===== src/rtl/a1csa_seq_adder.sv =====
// Wide {cout,s} = a+b+cin, one 16-bit add-one carry-select slice per cycle, LSB first; SEQ_ADD_OVF_EN adds port ovf.
// Result valid WORDS+1 edges after accept; in_ready low while busy, result held in DONE until out_ready.

module a1csa16bits (
  input  logic [15:0] a,
  input  logic [15:0] b,
  input  logic        cin,
  output logic [15:0] sum,
  output logic        cout
);
  logic [4:0] grp_c;

  assign grp_c[0] = cin;

  for (genvar g = 0; g < 4; g++) begin : g_grp
    logic [4:0] raw;
    logic [3:0] s_plus1;
    logic       c_plus1;

    assign raw = {1'b0, a[4*g +: 4]} + {1'b0, b[4*g +: 4]};
    // A carry-in of 1 is just an increment of the carry-in-0 group result.
    assign s_plus1 = raw[3:0] + 4'd1;
    assign c_plus1 = raw[4] | (&raw[3:0]);
    assign sum[4*g +: 4] = grp_c[g] ? s_plus1 : raw[3:0];
    assign grp_c[g+1]    = grp_c[g] ? c_plus1 : raw[4];
  end

  assign cout = grp_c[4];
endmodule

module a1csa_seq_adder #(
  parameter int WORDS = 4
) (
  input  logic                  clk,
  input  logic                  rst,
  input  logic                  in_valid,
  output logic                  in_ready,
  input  logic                  cin,
  input  logic [16*WORDS-1:0]   a,
  input  logic [16*WORDS-1:0]   b,
  output logic                  out_valid,
  input  logic                  out_ready,
  output logic [16*WORDS-1:0]   s,
  output logic                  cout,
  output logic                  busy
`ifdef SEQ_ADD_OVF_EN
  ,
  output logic                  ovf
`endif
);
  localparam int N  = 16 * WORDS;
  localparam int CW = (WORDS > 1) ? $clog2(WORDS) : 1;
  localparam logic [CW-1:0] LAST_IDX = CW'(WORDS - 1);

  typedef enum logic [1:0] {
    S_IDLE,
    S_RUN,
    S_DONE
  } state_t;

  state_t        state_q, state_d;
  logic [CW-1:0] idx_q, idx_d;
  logic          carry_q, carry_d;
  logic [N-1:0]  a_q, a_d;
  logic [N-1:0]  b_q, b_d;
  logic [N-1:0]  s_q, s_d;
  logic          cout_q, cout_d;
`ifdef SEQ_ADD_OVF_EN
  logic          ovf_q, ovf_d;
`endif

  logic [15:0]   slice_a, slice_b;
  logic [15:0]   core_sum;
  logic          core_cout;

  always_comb begin
    slice_a = '0;
    slice_b = '0;
    for (int w = 0; w < WORDS; w++) begin
      if (idx_q == CW'(w)) begin
        slice_a = a_q[16*w +: 16];
        slice_b = b_q[16*w +: 16];
      end
    end
  end

  a1csa16bits u_core (
    .a    (slice_a),
    .b    (slice_b),
    .cin  (carry_q),
    .sum  (core_sum),
    .cout (core_cout)
  );

  always_comb begin
    state_d   = state_q;
    idx_d     = idx_q;
    carry_d   = carry_q;
    a_d       = a_q;
    b_d       = b_q;
    s_d       = s_q;
    cout_d    = cout_q;
`ifdef SEQ_ADD_OVF_EN
    ovf_d     = ovf_q;
`endif
    in_ready  = 1'b0;
    out_valid = 1'b0;
    busy      = 1'b0;

    case (state_q)
      S_IDLE: begin
        in_ready = 1'b1;
        if (in_valid) begin
          a_d     = a;
          b_d     = b;
          carry_d = cin;
          idx_d   = '0;
          s_d     = '0;
          state_d = S_RUN;
        end
      end
      S_RUN: begin
        busy = 1'b1;
        for (int w = 0; w < WORDS; w++) begin
          if (idx_q == CW'(w)) s_d[16*w +: 16] = core_sum;
        end
        carry_d = core_cout;
        if (idx_q == LAST_IDX) begin
          cout_d  = core_cout;
`ifdef SEQ_ADD_OVF_EN
          // Top sum bit is this slice's bit 15; s_q[N-1] is not written yet.
          ovf_d   = (a_q[N-1] == b_q[N-1]) && (core_sum[15] != a_q[N-1]);
`endif
          state_d = S_DONE;
        end else begin
          idx_d = idx_q + CW'(1);
        end
      end
      S_DONE: begin
        busy      = 1'b1;
        out_valid = 1'b1;
        if (out_ready) state_d = S_IDLE;
      end
      default: state_d = S_IDLE;
    endcase
  end

  always_ff @(posedge clk) begin
    if (rst) begin
      state_q <= S_IDLE;
      idx_q   <= '0;
      carry_q <= 1'b0;
      a_q     <= '0;
      b_q     <= '0;
      s_q     <= '0;
      cout_q  <= 1'b0;
`ifdef SEQ_ADD_OVF_EN
      ovf_q   <= 1'b0;
`endif
    end else begin
      state_q <= state_d;
      idx_q   <= idx_d;
      carry_q <= carry_d;
      a_q     <= a_d;
      b_q     <= b_d;
      s_q     <= s_d;
      cout_q  <= cout_d;
`ifdef SEQ_ADD_OVF_EN
      ovf_q   <= ovf_d;
`endif
    end
  end

  assign s    = s_q;
  assign cout = cout_q;
`ifdef SEQ_ADD_OVF_EN
  assign ovf  = ovf_q;
`endif
endmodule


===== config.mk =====
export PLATFORM = sky130hd
export DESIGN_NAME = a1csa_seq_adder
export DESIGN_NICKNAME = d
export VERILOG_FILES = /design/src/rtl/a1csa_seq_adder.sv
export SDC_FILE = /design/constraint.sdc
export NUM_CORES = 1
export LEC_CHECK = 0
export ABC_AREA = 1
export BUFFER_PORTS_ARGS = -buffer_cell sky130_fd_sc_hd__buf_2
export CORE_MARGIN = 2
export CORE_UTILIZATION = 35
export CTS_BUF_LIST = sky130_fd_sc_hd__clkbuf_8
export DETAILED_ROUTE_END_ITERATION = 10
export PLACE_DENSITY_LB_ADDON = 0.25
export SYNTH_ARGS = -nofsm -noshare
export SYNTH_HDL_FRONTEND = slang
export SYNTH_SLANG_ARGS = --single-unit

===== constraint.sdc =====
create_clock -name clk -period 3.68 [get_ports clk]
set_input_delay 0.184 -clock clk [delete_from_list [all_inputs] [get_ports clk]]
set_output_delay 0.184 -clock clk [all_outputs]
set_load 0.01 [all_outputs]

==> results of run 1 <==
kinds of logic (layout without fill, tap and decap cells):
family	Yosys count	after routing	synth area share (%)
AO/OA/AOI/OAI	395	395	24.6
AND/OR/NAND/NOR	394	394	18.4
flip-flops	198	198	45.6
buffers and inverters	127	400	5.91
adder cells (fa/ha/maj)	31	31	4.81
XOR/XNOR	6	6	0.605
per-stage QoR:
stage / power [mW] / hold slack (ns)
global route: 6.13 / 0.0211
finish: 5.78 / 0.00133
global placement: 4.21 / 0.439
detailed placement: 4.24 / 0.442
CTS: 5.72 / 0.00281
floorplan: 3.67 / 0.253
flip-flops by register name, indices dropped and copies added (netlist names):
signal / cells
idx_q: 2
cout: 1
state_q: 2
carry_q: 1
s: 64
a_q: 64
b_q: 64
layout make-up:
cell class              instances  area [um2]
fillers                      2431       12800
multi-input cells             826        4290
flip-flops and latches        198        3970
repair buffers                321        2230
well taps                     324         405
clock buffers                  17         234
inverters                      47         184
clock inverters                15         169
power breakdown:
part | internal, mW | switching (mW)
combinational | 0.710 | 1.08
sequential | 2.42 | 0.152
clock | 0.565 | 0.851
cell usage after synthesis, types with 5 or more instances:
library cell  number  area, um2
a21oi_1          107        536
inv_1             42        158
nand3b_1           5       37.5
a221oi_1          10       87.6
o21ai_1           10       50.1
nor2_1           281       1050
clkbuf_1          61        229
ha_1              27        338
nand2_1           70        263
o21ai_0          232       1160
buf_2             15       75.1
nand3_1           23        115
a22oi_1           25        188
xnor2_1            6       52.6
dfxtp_1          198       3960
how the worst max path moves through the flow:
| stage | startpoint | endpoint | slack, ns | cells after the start |
|---|---|---|---|---|
| 3_5_place_dp | idx_q[1] | s[12] | 0.03 | 21 |
| 3_3_place_gp | idx_q[1] | s[44] | 0.14 | 21 |
| 5_1_grt | idx_q[0] | s[60] | -0.01 | 23 |
| 6_report | idx_q[0] | s[12] | 0.27 | 21 |
| 4_1_cts | idx_q[1] | s[12] | 0.0007 | 21 |
| 2_1_floorplan | idx_q[1] | s[24] | 0.34 | 18 |
routing by layer:
layer / GRT usage (%) / vias up / part of all wire [%]
met5: 0 / - / 0
met3: 3.31 / 33 / 5.2
met4: 5.36 / 0 / 1.8
li1: - / 4391 / -
met1: 28.6 / 3935 / 48
met2: 31.9 / 250 / 45
worst register-to-register path: stages, from the launching register on:
cell and delay, ns:
dfxtp_4 0.37, buf_4 0.14, ha_4 0.19, nor2_4 0.12, buf_12 0.16, buf_6 0.16
a22oi_1 0.08, nand2_1 0.07, o21ai_0 0.11, a21oi_2 0.23, ha_2 0.22, inv_1 0.05
fa_1 0.45, inv_1 0.09, ha_1 0.18, nand2_1 0.09, nor2_2 0.16, nand2_4 0.08
nand2_2 0.09, nand2_1 0.09, nand3_4 0.10, a21oi_2 0.06
timing repair:
action,CTS,global route
gates resized for setup,0,28
hold endpoints to repair,95,0
hold buffers,92,0
endpoints found under the setup margin,0,46
buffers inserted,0,5
==> metrics.txt, run 1 <==
status complete, no violations; initial antenna violation count 0; CTS Buffer Depth 2; mapped cell area 8680 um2; commonest non-fill, non-tap cell in the layout nor2_1; final core utilization 47.2%; Slew Viols, Final 0; # setup viols final 0; R2R depth 21; Hold Crit Class in2reg; share of layout cells above drive strength 1 21.0%; Starting Density 35.7%; post-synth cell types 36; dpl ws 0.0324 ns; Pre-antenna DRT Iters 7; Routed WL 27100 um; Final Skew 0.0182 ns; first-pass GRT wire length 41900 um; CORE AREA 24300 um2; post-DR vias/cell 4.93; Setup TNS Final 0 ns; post-layout min period 3.41 ns; Post-Syn Area per Cell 7.54 um2; Setup crit start kind flip-flop; Req. time, crit path 4.02 ns; VDD IR max 0.235 mV; largest net degree at the start of global routing 132; total grt overflow 0; Top FF cell, synth dfxtp_1; Final period util 92.6%; H-tree depth 4; Routed Antenna Nets 0; Final Hold Viols 0; R2R Setup Slk 0.27 ns; hold_sp b[2]; yosys synthesis warning count 0; Final #Nets 1575; Area growth syn-to-layout 32.2%; cell area power density 503 nW/um2; sequential share of the synthesized area 45.6%; CP Capture Type flip-flop; Post-synth EDFFs 0; WHS Endpoint b_q[2]; clock sinks 198; cell count after placement 1617; DR DRC count 0; Final Cell Area 11500 um2; Port Buffers 200; non-filler instance count after layout 1748; Antenna diodes 0; Die ar. 26100 um2; all-layer global routing usage 20.2%; Synth async-reset ratio 0%; HPWL after DPL 18100 um; die height 162 um; Syn Nets 1315; Arrival @ worst endpoint 3.75 ns; f_max 294 MHz; area of placed instances 9990 um2; Max-Cap Viols 0; Worst-path clk slew 0.11 ns; #FFs+latches synth 198; Buf/Inv on CP 5; # rows 57; Worst R2R End s[12]; leading cell types in the layout, fill and taps excluded 279 x nor2_1, 228 x o21ai_0, 200 x buf_2; Clock Latency Late Sink 0.47 ns; Die Wd 162 um; Worst path slowest cell fa_1; Post-Syn Instances 1151; Tightest Pin Transition 1.06 ns; clock root buffer clkbuf_8; Setup CP Type reg2reg; final critical-path setup slack 0.273 ns; Vias 8609; Slew HR 29.1%; Leakage 5.17 nW; CTS tree done; vias in the first global route 7877; CP most frequent cell nand2_1; total CTS buffers 17; Critical Path, Cell by Cell buf_4 -> ha_4 -> nor2_4 -> buf_12 -> buf_6 -> a22oi_1 -> nand2_1 -> o21ai_0 -> a21oi_2 -> ha_2 -> inv_1 -> fa_1 -> inv_1 -> ha_1 -> nand2_1 -> nor2_2 -> nand2_4 -> nand2_2 -> nand2_1 -> nand3_4 -> a21oi_2; hold depth 3; 1st-iter DRT viols 626; Top Ports 201; Avg WL per Cell 15.5 um; largest incremental delay on the critical path 0.45 ns; CP max FO 12; CP top delay family adder cells; worst r2r src idx_q[0]; Placer Congestion 0.778
(Power assumes the default switching activity.)
==> inputs of run 2 (changes only) <==
- ABC_AREA: 1 -> default
==> run 2 against run 1 <==
  * Sequential power fell by 8.1%
  * Worst hold slack gained 0.12 ns
  * Clock-buffer cell count is the same
  * Critical path depth decreased by 2
  * Area after synthesis rose by 6.6%
  * Register-to-register slack worse by 0.21 ns
  * Sequential share of layout area is 3.8 points lower
  * Highest routed layer unchanged
==> metrics.txt, run 2 <==
initial antenna violation count 0 (unchanged); Clock Latency Late Sink 0.48 ns (about the same); all-layer global routing usage 21.3% (+1.1 points); RSZ-0062 raised after global routing yes; Arrival @ worst endpoint 3.99 ns (+0.24 ns); Worst path slowest cell or4_4; first-pass GRT wire length 47300 um (+13%); Vias 9572 (+11%); total CTS buffers 17 (unchanged); largest net degree at the start of global routing 96 (-27%); most area-hungry cell type in the Yosys netlist dfxtp_1; Starting Density 35.6% (-0.088 points); commonest non-fill, non-tap cell in the layout nand2_1; status complete, no violations; 1st-iter DRT viols 675 (+7.8%); leading cell types in the layout, fill and taps excluded 372 x nand2_1, 233 x a21oi_1, 199 x buf_2; vias in the first global route 9049 (+15%); yosys synthesis warning count 0 (unchanged); Routed WL 30400 um (+12%); ranking of synthesized cells by area dfxtp_1 43%, nand2_1 15%, a21oi_1 13%; CTS tree done; top cell type's share of synthesized area 42.8% (-2.8 points); Worst-path clk slew 0.12 ns (about the same); Die Wd 167 um (+3.2%); CP max FO 6 (-6); area of placed instances 10900 um2 (+9.2%); post-layout min period 3.61 ns (+0.205 ns); Setup CP Type reg2reg; #FFs+latches synth 198 (unchanged); clock root buffer clkbuf_8; Final #Nets 1741 (+11%); Placer Congestion 0.812 (+4.4%); total grt overflow 0 (unchanged); cell area power density 400 nW/um2 (-20%); Top FF cell, synth dfxtp_1; Antenna diodes 0 (unchanged); DR DRC count 0 (unchanged); Final period util 98.2% (+5.6 points); CP top delay family adder cells; Setup crit start kind flip-flop; Post-Syn Area per Cell 7.37 um2 (-2.2%); Hold Slack 0.121 ns (+0.120 ns); Routed Antenna Nets 0 (unchanged); CP Capture Type flip-flop; f_max 277 MHz (-5.7%); Tightest Pin Transition 0.852 ns (-0.211 ns); # rows 59 (+3.5%); Final Cell Area 12900 um2 (+12%); clock sinks 198 (unchanged); Final Hold Viols 0 (unchanged); Area growth syn-to-layout 39.2%; Synth async-reset ratio 0% (unchanged); Slew Viols, Final 0 (unchanged); mapped cell area 9260 um2 (+6.6%); largest incremental delay on the critical path 0.50 ns (+0.05 ns); sequential share of the synthesized area 42.8% (-2.8 points); HPWL after DPL 20900 um (+16%); Leakage 5.48 nW (+6.1%); CTS Buffer Depth 2 (unchanged); Max-Cap Viols 0 (unchanged); Hold Crit Class in2reg; Post-Syn Instances 1255 (+9.0%); Port Buffers 200 (unchanged); Slew HR 42.8% (+14 points); Req. time, crit path 4.06 ns (+0.04 ns); post-synth cell types 54 (+50%); share of layout cells above drive strength 1 22.2% (+1.2 points); top post-synthesis cells by count 377 x nand2_1, 240 x a21oi_1, 198 x dfxtp_1; Die ar. 27800 um2 (+6.4%); top-count cell post-synth nand2_1; Syn Nets 1419 (+7.9%); post-DR vias/cell 4.97 (+0.96%); Top Ports 201 (unchanged); H-tree depth 4 (unchanged); die height 167 um (+3.2%); Post-synth EDFFs 0 (unchanged); VDD IR max 0.235 mV (-0.16%); Critical Path, Cell by Cell inv_4 -> ha_4 -> nand2_2 -> nor2_2 -> a21oi_2 -> nor2_1 -> a21oi_1 -> o21ai_1 -> ha_2 -> fa_2 -> ha_4 -> nand2_4 -> a2111oi_4 -> or4_4 -> a41o_4 -> buf_12 -> a21o_4 -> xnor2_4 -> o21ai_1; CORE AREA 26000 um2 (+6.8%); Buf/Inv on CP 2 (-3); Pre-antenna DRT Iters 5 (-2); # setup viols final 0 (unchanged); Final Skew 0.0218 ns (+0.00355 ns); Avg WL per Cell 15.8 um (+1.9%)
==> run 2: cell types whose count changed after synthesis, moves of 13 or more <==
cell / previous run / this run
o21ai_0: 232 / 44
a21oi_1: 107 / 240
clkbuf_1: 61 / 78
a22oi_1: 25 / 0
nand2_1: 70 / 377
nand3b_1: 5 / 30
buf_2: 15 / 0
buf_1: 0 / 13
inv_1: 42 / 13
nor2_1: 281 / 87
==> run 2: tightest hold or removal path, cell delays in order <==
cell and delay [ns]:
buf_2 0.16, a31oi_1 0.10, o41ai_1 0.06, a2111oi_0 0.06
==> run 2: cells by family (layout without fill, tap and decap cells) <==
logic type                 count (synthesis)  in the layout  share of synthesized area (%)
adders and majority gates                 31             31                           4.52
AOI/OAI and AO/OA                        338            338                           20.2
buffers and inverters                    107            442                           4.46
xor gates and xnor gates                  17             17                           1.77
muxes                                      3              3                          0.365
DFF                                      198            198                           42.8
and+or+nand+nor                          561            561                           25.8
==> run 2: what timing repair did <==
item | in CTS | in global routing
pin swaps | 6 | 15
resized for setup | 9 | 45
endpoints found under the setup margin | 41 | 46
cloned | 0 | 1
hold buffers | 128 | 0
setup buffers | 1 | 7
hold endpoints to repair | 128 | 0
==> run 2: final cells by class <==
class                   instances  area (um2)
repair buffers                396        2890
clock inverters                15         155
fillers                      2575       13100
well taps                     335         419
multi-input cells             950        5160
inverters                      14        57.6
flip-flops and latches        198        3970
clock buffers                  17         234
==> run 2: power breakdown <==
| group | switching (mW) | total [mW] | leakage, nW | internal [mW] |
|---|---|---|---|---|
| sequential | 0.0870 | 2.37 | 1.62 | 2.28 |
| combinational | 0.813 | 1.38 | 3.66 | 0.567 |
| clock | 0.895 | 1.41 | 0.203 | 0.511 |
| total | 1.80 | 5.16 | 5.48 | 3.36 |
==> run 2: path summary, 6_finish.rpt <==
path,to,from,slack [ns],depth (start not counted)
worst max-delay path,s[44],idx_q[0],0.07,19
worst min-delay path,idx_q[0],in_valid,0.12,4
worst max register to register,s[44],idx_q[0],0.07,19
worst min register to register,s[36],s[36],0.46,2
==> run 2: routing by layer <==
layer  up-vias  GRT usage [%]  share of wire (%)
met4         0           7.80                2.7
met3        51           3.18                4.8
li1       4849              -                  -
met1      4389           28.5                 46
met5         -              0                  0
met2       283           34.9                 47
==> run 2: through the flow <==
stage                     setup WS [ns]  total power [mW]  cells  TNS (ns)  util, %
after detailed placement         -0.105              3.63   1756     -1.58     42.0
after global placement          -0.0412              3.61   1756    -0.355     42.0
after floorplan                  -0.212              3.15   1255     -3.96        -
final                            0.0679              5.16   1925         0     49.6
after global routing            -0.0783              5.43   1925    -0.575     49.6
after CTS                       0.00264              5.13   1917         0     48.6
